File: src/rtl/change_dispenser_pkg.sv
// change_dispenser_pkg: coin constants shared with the accounting stage
package change_dispenser_pkg;
  localparam int kNumCoins = 3;
  localparam int kTotalBits = 31;
  localparam logic [kTotalBits-1:0] kCoinVal0 = 31'd100;
  localparam logic [kTotalBits-1:0] kCoinVal1 = 31'd500;
  localparam logic [kTotalBits-1:0] kCoinVal2 = 31'd1000;
  function automatic logic [kTotalBits-1:0] coin_val(input int k);
    return k == 2 ? kCoinVal2 : k == 1 ? kCoinVal1 : kCoinVal0;
  endfunction
endpackage

File: src/rtl/change_dispenser_if.sv
// change_dispenser_if: refund request and coin hopper handshake
interface change_dispenser_if;
  import change_dispenser_pkg::*;
  logic start;
  logic [kTotalBits-1:0] amount;
  logic coin_ack;
  logic [kNumCoins-1:0] coin;
  logic busy;
  logic done;
  logic [kTotalBits-1:0] shortfall;
  modport master(output start, amount, coin_ack, input coin, busy, done, shortfall);
  modport slave(input start, amount, coin_ack, output coin, busy, done, shortfall);
endinterface

File: src/rtl/change_dispenser_coin_inventory.sv
// change_dispenser_coin_inventory: saturating per-denomination coin counters
module change_dispenser_coin_inventory #(
  parameter int NUM = 3,
  parameter int BITS = 8,
  parameter int INIT = 10
) (
  input  logic clk,
  input  logic reset_n,
  input  logic [NUM-1:0] inc,
  input  logic [NUM-1:0] dec,
  output logic [NUM-1:0][BITS-1:0] count,
  output logic [NUM-1:0] empty
);
  // refill counts up (saturating), a dispensed coin counts down, both at once cancel
  always_ff @(posedge clk)
    for (int k = 0; k < NUM; k++)
      if (!reset_n) count[k] <= BITS'(INIT);
      else if (inc[k] && !dec[k] && count[k] != '1) count[k] <= count[k] + 1'b1;
      else if (dec[k] && !inc[k]) count[k] <= count[k] - 1'b1;
  for (genvar k = 0; k < NUM; k++) begin : g_empty
    assign empty[k] = ~|count[k];
  end
endmodule

File: src/rtl/change_dispenser.sv
// change_dispenser: pays a refund out coin by coin, largest denomination first
module change_dispenser
  import change_dispenser_pkg::*;
#(
  parameter int INV_BITS = 8,
  parameter int INV_INIT = 10
) (
  input  logic clk,
  input  logic reset_n,
  input  logic [kNumCoins-1:0] refill,
  output logic [kNumCoins-1:0] inv_empty,
  change_dispenser_if.slave bus
);
  typedef enum logic [1:0] {IDLE, PICK, EMIT, DONE} state_t;
  state_t state;
  logic [kTotalBits-1:0] remaining;
  logic [kTotalBits-1:0] coin_amt;
  logic [kNumCoins-1:0] pick;
  logic [kNumCoins-1:0] dec;
  logic [kNumCoins-1:0][INV_BITS-1:0] inv_count;
  change_dispenser_coin_inventory #(.NUM(kNumCoins), .BITS(INV_BITS), .INIT(INV_INIT)) u_inv (
    .clk, .reset_n, .inc(refill), .dec, .count(inv_count), .empty(inv_empty)
  );
  // highest affordable, stocked denomination wins; value of the presented coin
  always_comb begin
    pick = '0;
    coin_amt = '0;
    for (int k = 0; k < kNumCoins; k++) begin
      pick = (coin_val(k) <= remaining && inv_count[k] != '0) ? kNumCoins'(1) << k : pick;
      coin_amt = bus.coin[k] ? coin_amt | coin_val(k) : coin_amt;
    end
  end
  assign dec = (state == EMIT && bus.coin_ack) ? bus.coin : '0;
  assign bus.busy = state == PICK || state == EMIT;
  assign bus.done = state == DONE;
  // refund sequencer: pick a coin, hold it until the hopper takes it, repeat
  always_ff @(posedge clk)
    if (!reset_n) begin
      state <= IDLE;
      remaining <= '0;
      bus.coin <= '0;
      bus.shortfall <= '0;
    end else
      case (state)
        IDLE: if (bus.start) begin
          remaining <= bus.amount;
          bus.shortfall <= '0;
          state <= bus.amount != '0 ? PICK : DONE;
        end
        PICK: if (|pick) begin
          bus.coin <= pick;
          state <= EMIT;
        end else begin
          bus.shortfall <= remaining;
          remaining <= '0;
          state <= DONE;
        end
        EMIT: if (bus.coin_ack) begin
          remaining <= remaining - coin_amt;
          bus.coin <= '0;
          state <= PICK;
        end
        default: state <= IDLE;
      endcase
endmodule

File: src/flat_wrapper.sv
// flat-port wrapper written by rule: the top's interface ports become plain ports
module change_dispenser_flat import change_dispenser_pkg::*;
#(
  parameter int INV_BITS = 8,
  parameter int INV_INIT = 10
)
  (clk, reset_n, refill, inv_empty, bus_start, bus_amount, bus_coin_ack, bus_coin, bus_busy, bus_done, bus_shortfall);
  change_dispenser_if bus_i ();
  input  logic clk;
  input  logic reset_n;
  input  logic [kNumCoins-1:0] refill;
  output logic [kNumCoins-1:0] inv_empty;
  input wire logic [$bits(bus_i.start)-1:0] bus_start;
  input wire logic [$bits(bus_i.amount)-1:0] bus_amount;
  input wire logic [$bits(bus_i.coin_ack)-1:0] bus_coin_ack;
  output wire logic [$bits(bus_i.coin)-1:0] bus_coin;
  output wire logic [$bits(bus_i.busy)-1:0] bus_busy;
  output wire logic [$bits(bus_i.done)-1:0] bus_done;
  output wire logic [$bits(bus_i.shortfall)-1:0] bus_shortfall;
  assign bus_i.start = bus_start;
  assign bus_i.amount = bus_amount;
  assign bus_i.coin_ack = bus_coin_ack;
  assign bus_coin = bus_i.coin;
  assign bus_busy = bus_i.busy;
  assign bus_done = bus_i.done;
  assign bus_shortfall = bus_i.shortfall;
  change_dispenser #(.INV_BITS(INV_BITS), .INV_INIT(INV_INIT)) u_core (.clk(clk), .reset_n(reset_n), .refill(refill), .inv_empty(inv_empty), .bus(bus_i));
endmodule
File: config.mk
export PLATFORM = sky130hd
export DESIGN_NAME = change_dispenser_flat
export DESIGN_NICKNAME = d
export VERILOG_FILES = /design/src/rtl/change_dispenser_pkg.sv /design/src/rtl/change_dispenser_if.sv /design/src/rtl/change_dispenser_coin_inventory.sv /design/src/rtl/change_dispenser.sv /design/src/flat_wrapper.sv
export SDC_FILE = /design/constraint.sdc
export NUM_CORES = 1
export LEC_CHECK = 0
export CAP_MARGIN = 15
export CORE_MARGIN = 10
export CORE_UTILIZATION = 57
export CTS_BUF_LIST = sky130_fd_sc_hd__clkbuf_8
export CTS_CLUSTER_DIAMETER = 50
export DETAILED_ROUTE_END_ITERATION = 10
export PLACE_DENSITY = 0.9
export SLEW_MARGIN = 20
export SYNTH_ARGS = -nofsm -noshare
export SYNTH_HDL_FRONTEND = slang
export SYNTH_SLANG_ARGS = --single-unit
File: constraint.sdc
create_clock -name clk -period 4.3 [get_ports clk]
set_clock_uncertainty 0.05 [all_clocks]
set_input_delay 0.86 -clock clk [delete_from_list [all_inputs] [get_ports clk]]
set_output_delay 0.86 -clock clk [all_outputs]
set_load 0.01 [all_outputs]
==> results.py <==
metrics = {
    "logic_synthesis": {
        "synth_top_area_share_pct": 33.0,
        "mappedNetlistArea_um2": 5510,
        "synth_top_cell_by_area": "sky130_fd_sc_hd__dfxtp_1",
        "netlist_instances": 656,
        "synth.net_count": 729,
        "ys_warn_count": 0,
        "most_instantiated_library_cell_after_synthesis": "sky130_fd_sc_hd__dfxtp_1",
        "synth_cell_type_count": 53,
        "synth_top_cells_by_count": "91 x sky130_fd_sc_hd__dfxtp_1, 62 x sky130_fd_sc_hd__a21oi_1, 49 x sky130_fd_sc_hd__nor2_1",
        "synth.avg_cell_area_um2": 8.41,
        "ys_seq_area_share_pct": 33.0,
        "synth_flop_cell": "sky130_fd_sc_hd__dfxtp_1",
        "synth_async_sr_flop_share_pct": 0,
        "number_of_synthesized_flops_with_an_enable_pin": 0,
        "flops_latches_synth": 91,
        "yosys-top-cells-area": "sky130_fd_sc_hd__dfxtp_1 33%, sky130_fd_sc_hd__ha_1 7.0%, sky130_fd_sc_hd__a21oi_1 5.6%",
    },
    "power_and_ir_drop": {
        "vdd.ir_drop.worst_uv": 319,
        "power-per-cell-area_nw_per_um2": 711,
        "leakage_nw": 2.53,
    },
    "routing": {
        "wirelength_met1_um": 6900,
        "detailroute.via_count": 5770,
        "remaining_drc_errors": 0,
        "wl_um": 17700,
        "wl_met3_um": 1890,
        "drt-wirelength-per-cell_um": 20.6,
        "antenna_violating_nets_left": 0,
        "met2WireLength_um": 8130,
        "viasPerCell": 6.73,
        "drt_first_iter_violations": 577,
        "drt-pass1-iter-count": 8,
        "top_routing_layer_in_use": "met4",
    },
    "final_layout": {
        "insertedDiodeCount": 0,
        "layout.core_utilization_pct": 71.0,
        "finalNetCount": 797,
        "drive_above_1_share_pct": 5.63,
        "areaGrowthSynthToFinish_pct": 20.1,
    },
    "worst_setup_path": {
        "start_kind": "register",
        "cp-startpoint": "u_core.state[0]",
        "worstPathMaxFanout": 13,
        "worstSetupPathType": "register to register",
        "r2r-start": "u_core.state[0]",
        "worst_ep_required_time_ns": 4.53,
        "crit_path_end_kind": "register",
        "cp_data_arrival_time_ns": 3.94,
    },
    "die": {
        "placement_rows": 35,
        "initial_utilization_pct": 59.1,
        "dieArea_um2": 14000,
        "die_x_um": 118,
        "die_y_extent_um": 118,
        "ios": 77,
        "fp.coreArea_um2": 9330,
    },
    "cts": {
        "cts_setup_buffers": 0,
        "clock_latency_at_the_later_pin_of_the_worst_skew_pair_ns": 0.36,
        "clk_pin_slew_ns": 0.09,
        "cts.root.buffer_cell": "sky130_fd_sc_hd__clkbuf_8",
        "cts_resized": 0,
        "htree_levels": 3,
        "tritoncts.num_buffers": 9,
        "cts_num_sinks": 91,
        "max-clock-path-buffers": 2,
        "hold_bufs_at_cts": 0,
        "tritoncts": "built",
    },
    "grt": {
        "antenna_violations_before_repair": 0,
        "grt_start_max_net_pins": 33,
        "groute.usage.overall_pct": 24.2,
        "via_count_of_the_first_global_routing_pass": 5641,
        "grt_remaining_overflow": 0,
        "grt_pass1_wl_um": 28500,
    },
    "job": {
        "max-cap-violations": 0,
    },
    "outcome": {
        "run_status": "complete, no violations",
    },
    "placed_design": {
        "placement.io_buffers": 76,
        "hpwl_um": 12900,
        "gpl.final_weighted_congestion": 1.00,
        "place_ws_ns": 0.271,
    },
    "hold_path": {
        "hold_start": "u_core.bus.shortfall[25]",
        "hold_path.class": "register to register",
    },
    "timing": {
        "finalCritPeriodShare_pct": 86.3,
        "worst_pin_slew_ns": 1.13,
        "final_critical_path_setup_slack_ns": 0.590,
        "report.final.setup_viol": 0,
        "timing_hold_violations_final": 0,
        "sum_of_negative_setup_slack_ns": 0,
        "timing_max_transition_violations_final": 0,
        "fmax_ghz": 0.270,
        "slew-limit-headroom_pct": 24.2,
        "unrepaired_setup_endpoints_after_global_routing": "false",
        "timing.final.crit_period_ns": 3.71,
    },
}
cell families after synthesis:
kind of cell,synth area share (%)
flip-flops,33.0
buffers and inverters,3.97
AO/OA/AOI/OAI,28.2
adder cells (fa/ha/maj),8.49
multiplexers,2.54
AND/OR/NAND/NOR,19.6
XOR/XNOR,4.13
flip-flops by register name, summed over array words and instances (netlist names):
register / count
u_core.bus.shortfall: 31
u_core.remaining: 31
u_core.bus.coin: 3
u_core.u_inv.count: 24
u_core.state: 2
report_power, final:
part	internal (mW)	switching, mW
clock	0.267	0.322
sequential	1.02	0.293
combinational	1.07	1.74
total	2.35	2.35
final cells by class:
class	instances	area, um^2
Multi-Input combinational cell	509	3490
Clock inverter	6	66.3
Clock buffer	9	124
Inverter	21	78.8
Tap cell	129	161
Timing Repair Buffer	92	881
Sequential cell	91	1820
Fill cell	781	2710
metal layers:
metal  up-vias  global-route usage, %
li1       2632                      -
met1      2686                   30.1
met2       373                   38.7
met3        79                   5.24
met4         0                   12.1
met5         -                      0
worst max-delay path: stages (launching register included):
cell and delay (ns):
sky130_fd_sc_hd__dfxtp_1 0.41, sky130_fd_sc_hd__inv_1 0.12, sky130_fd_sc_hd__ha_1 0.49, sky130_fd_sc_hd__nand3_1 0.24, sky130_fd_sc_hd__o211ai_1 0.43, sky130_fd_sc_hd__ha_1 0.36
sky130_fd_sc_hd__a21o_1 0.17, sky130_fd_sc_hd__a21oi_1 0.21, sky130_fd_sc_hd__o21bai_1 0.09, sky130_fd_sc_hd__a21oi_1 0.23, sky130_fd_sc_hd__o21ai_0 0.20, sky130_fd_sc_hd__or4_1 0.51
sky130_fd_sc_hd__o211ai_1 0.11
final timing paths:
path                                                 end  slack (ns)  cells past startpoint
worst max register to register     u_core.u_inv.count[7]        0.59                     12
worst min-delay path            u_core.bus.shortfall[25]        0.44                      1
worst min register to register  u_core.bus.shortfall[25]        0.44                      1
worst max-delay path               u_core.u_inv.count[7]        0.59                     12
metrics by stage:
stage	power, mW	hold WS, ns	std cells	area, um^2
finish	4.71	0.436	857	6620
global placement	3.92	0.411	842	6430
CTS	4.59	0.438	857	6620
global route	5.00	0.464	857	6620
detailed placement	4.01	0.417	842	6430
floorplan	3.20	0.401	656	5510
placed cells by master, fill, tap and decap left out, drive strengths merged, types with 3 or more instances in the layout:
master / n
a2111oi: 4
a211oi: 18
a21o: 12
a21oi: 62
a22o: 34
a22oi: 10
a31o: 3
a31oi: 6
a32o: 3
and3: 5
buf: 16
clkbuf: 9
clkdlybuf4s50: 76
dfxtp: 91
fa: 4
ha: 31
inv: 22
mux2i: 14
nand2: 38
nand2b: 6
nand3: 22
nand4: 14
nor2: 49
nor3: 17
nor4: 20
nor4b: 3
o211ai: 12
o21ai: 32
o21bai: 6
o311ai: 3
o31ai: 9
or3: 10
or4: 13
xnor2: 24
Power figures use the tool's default switching activity.
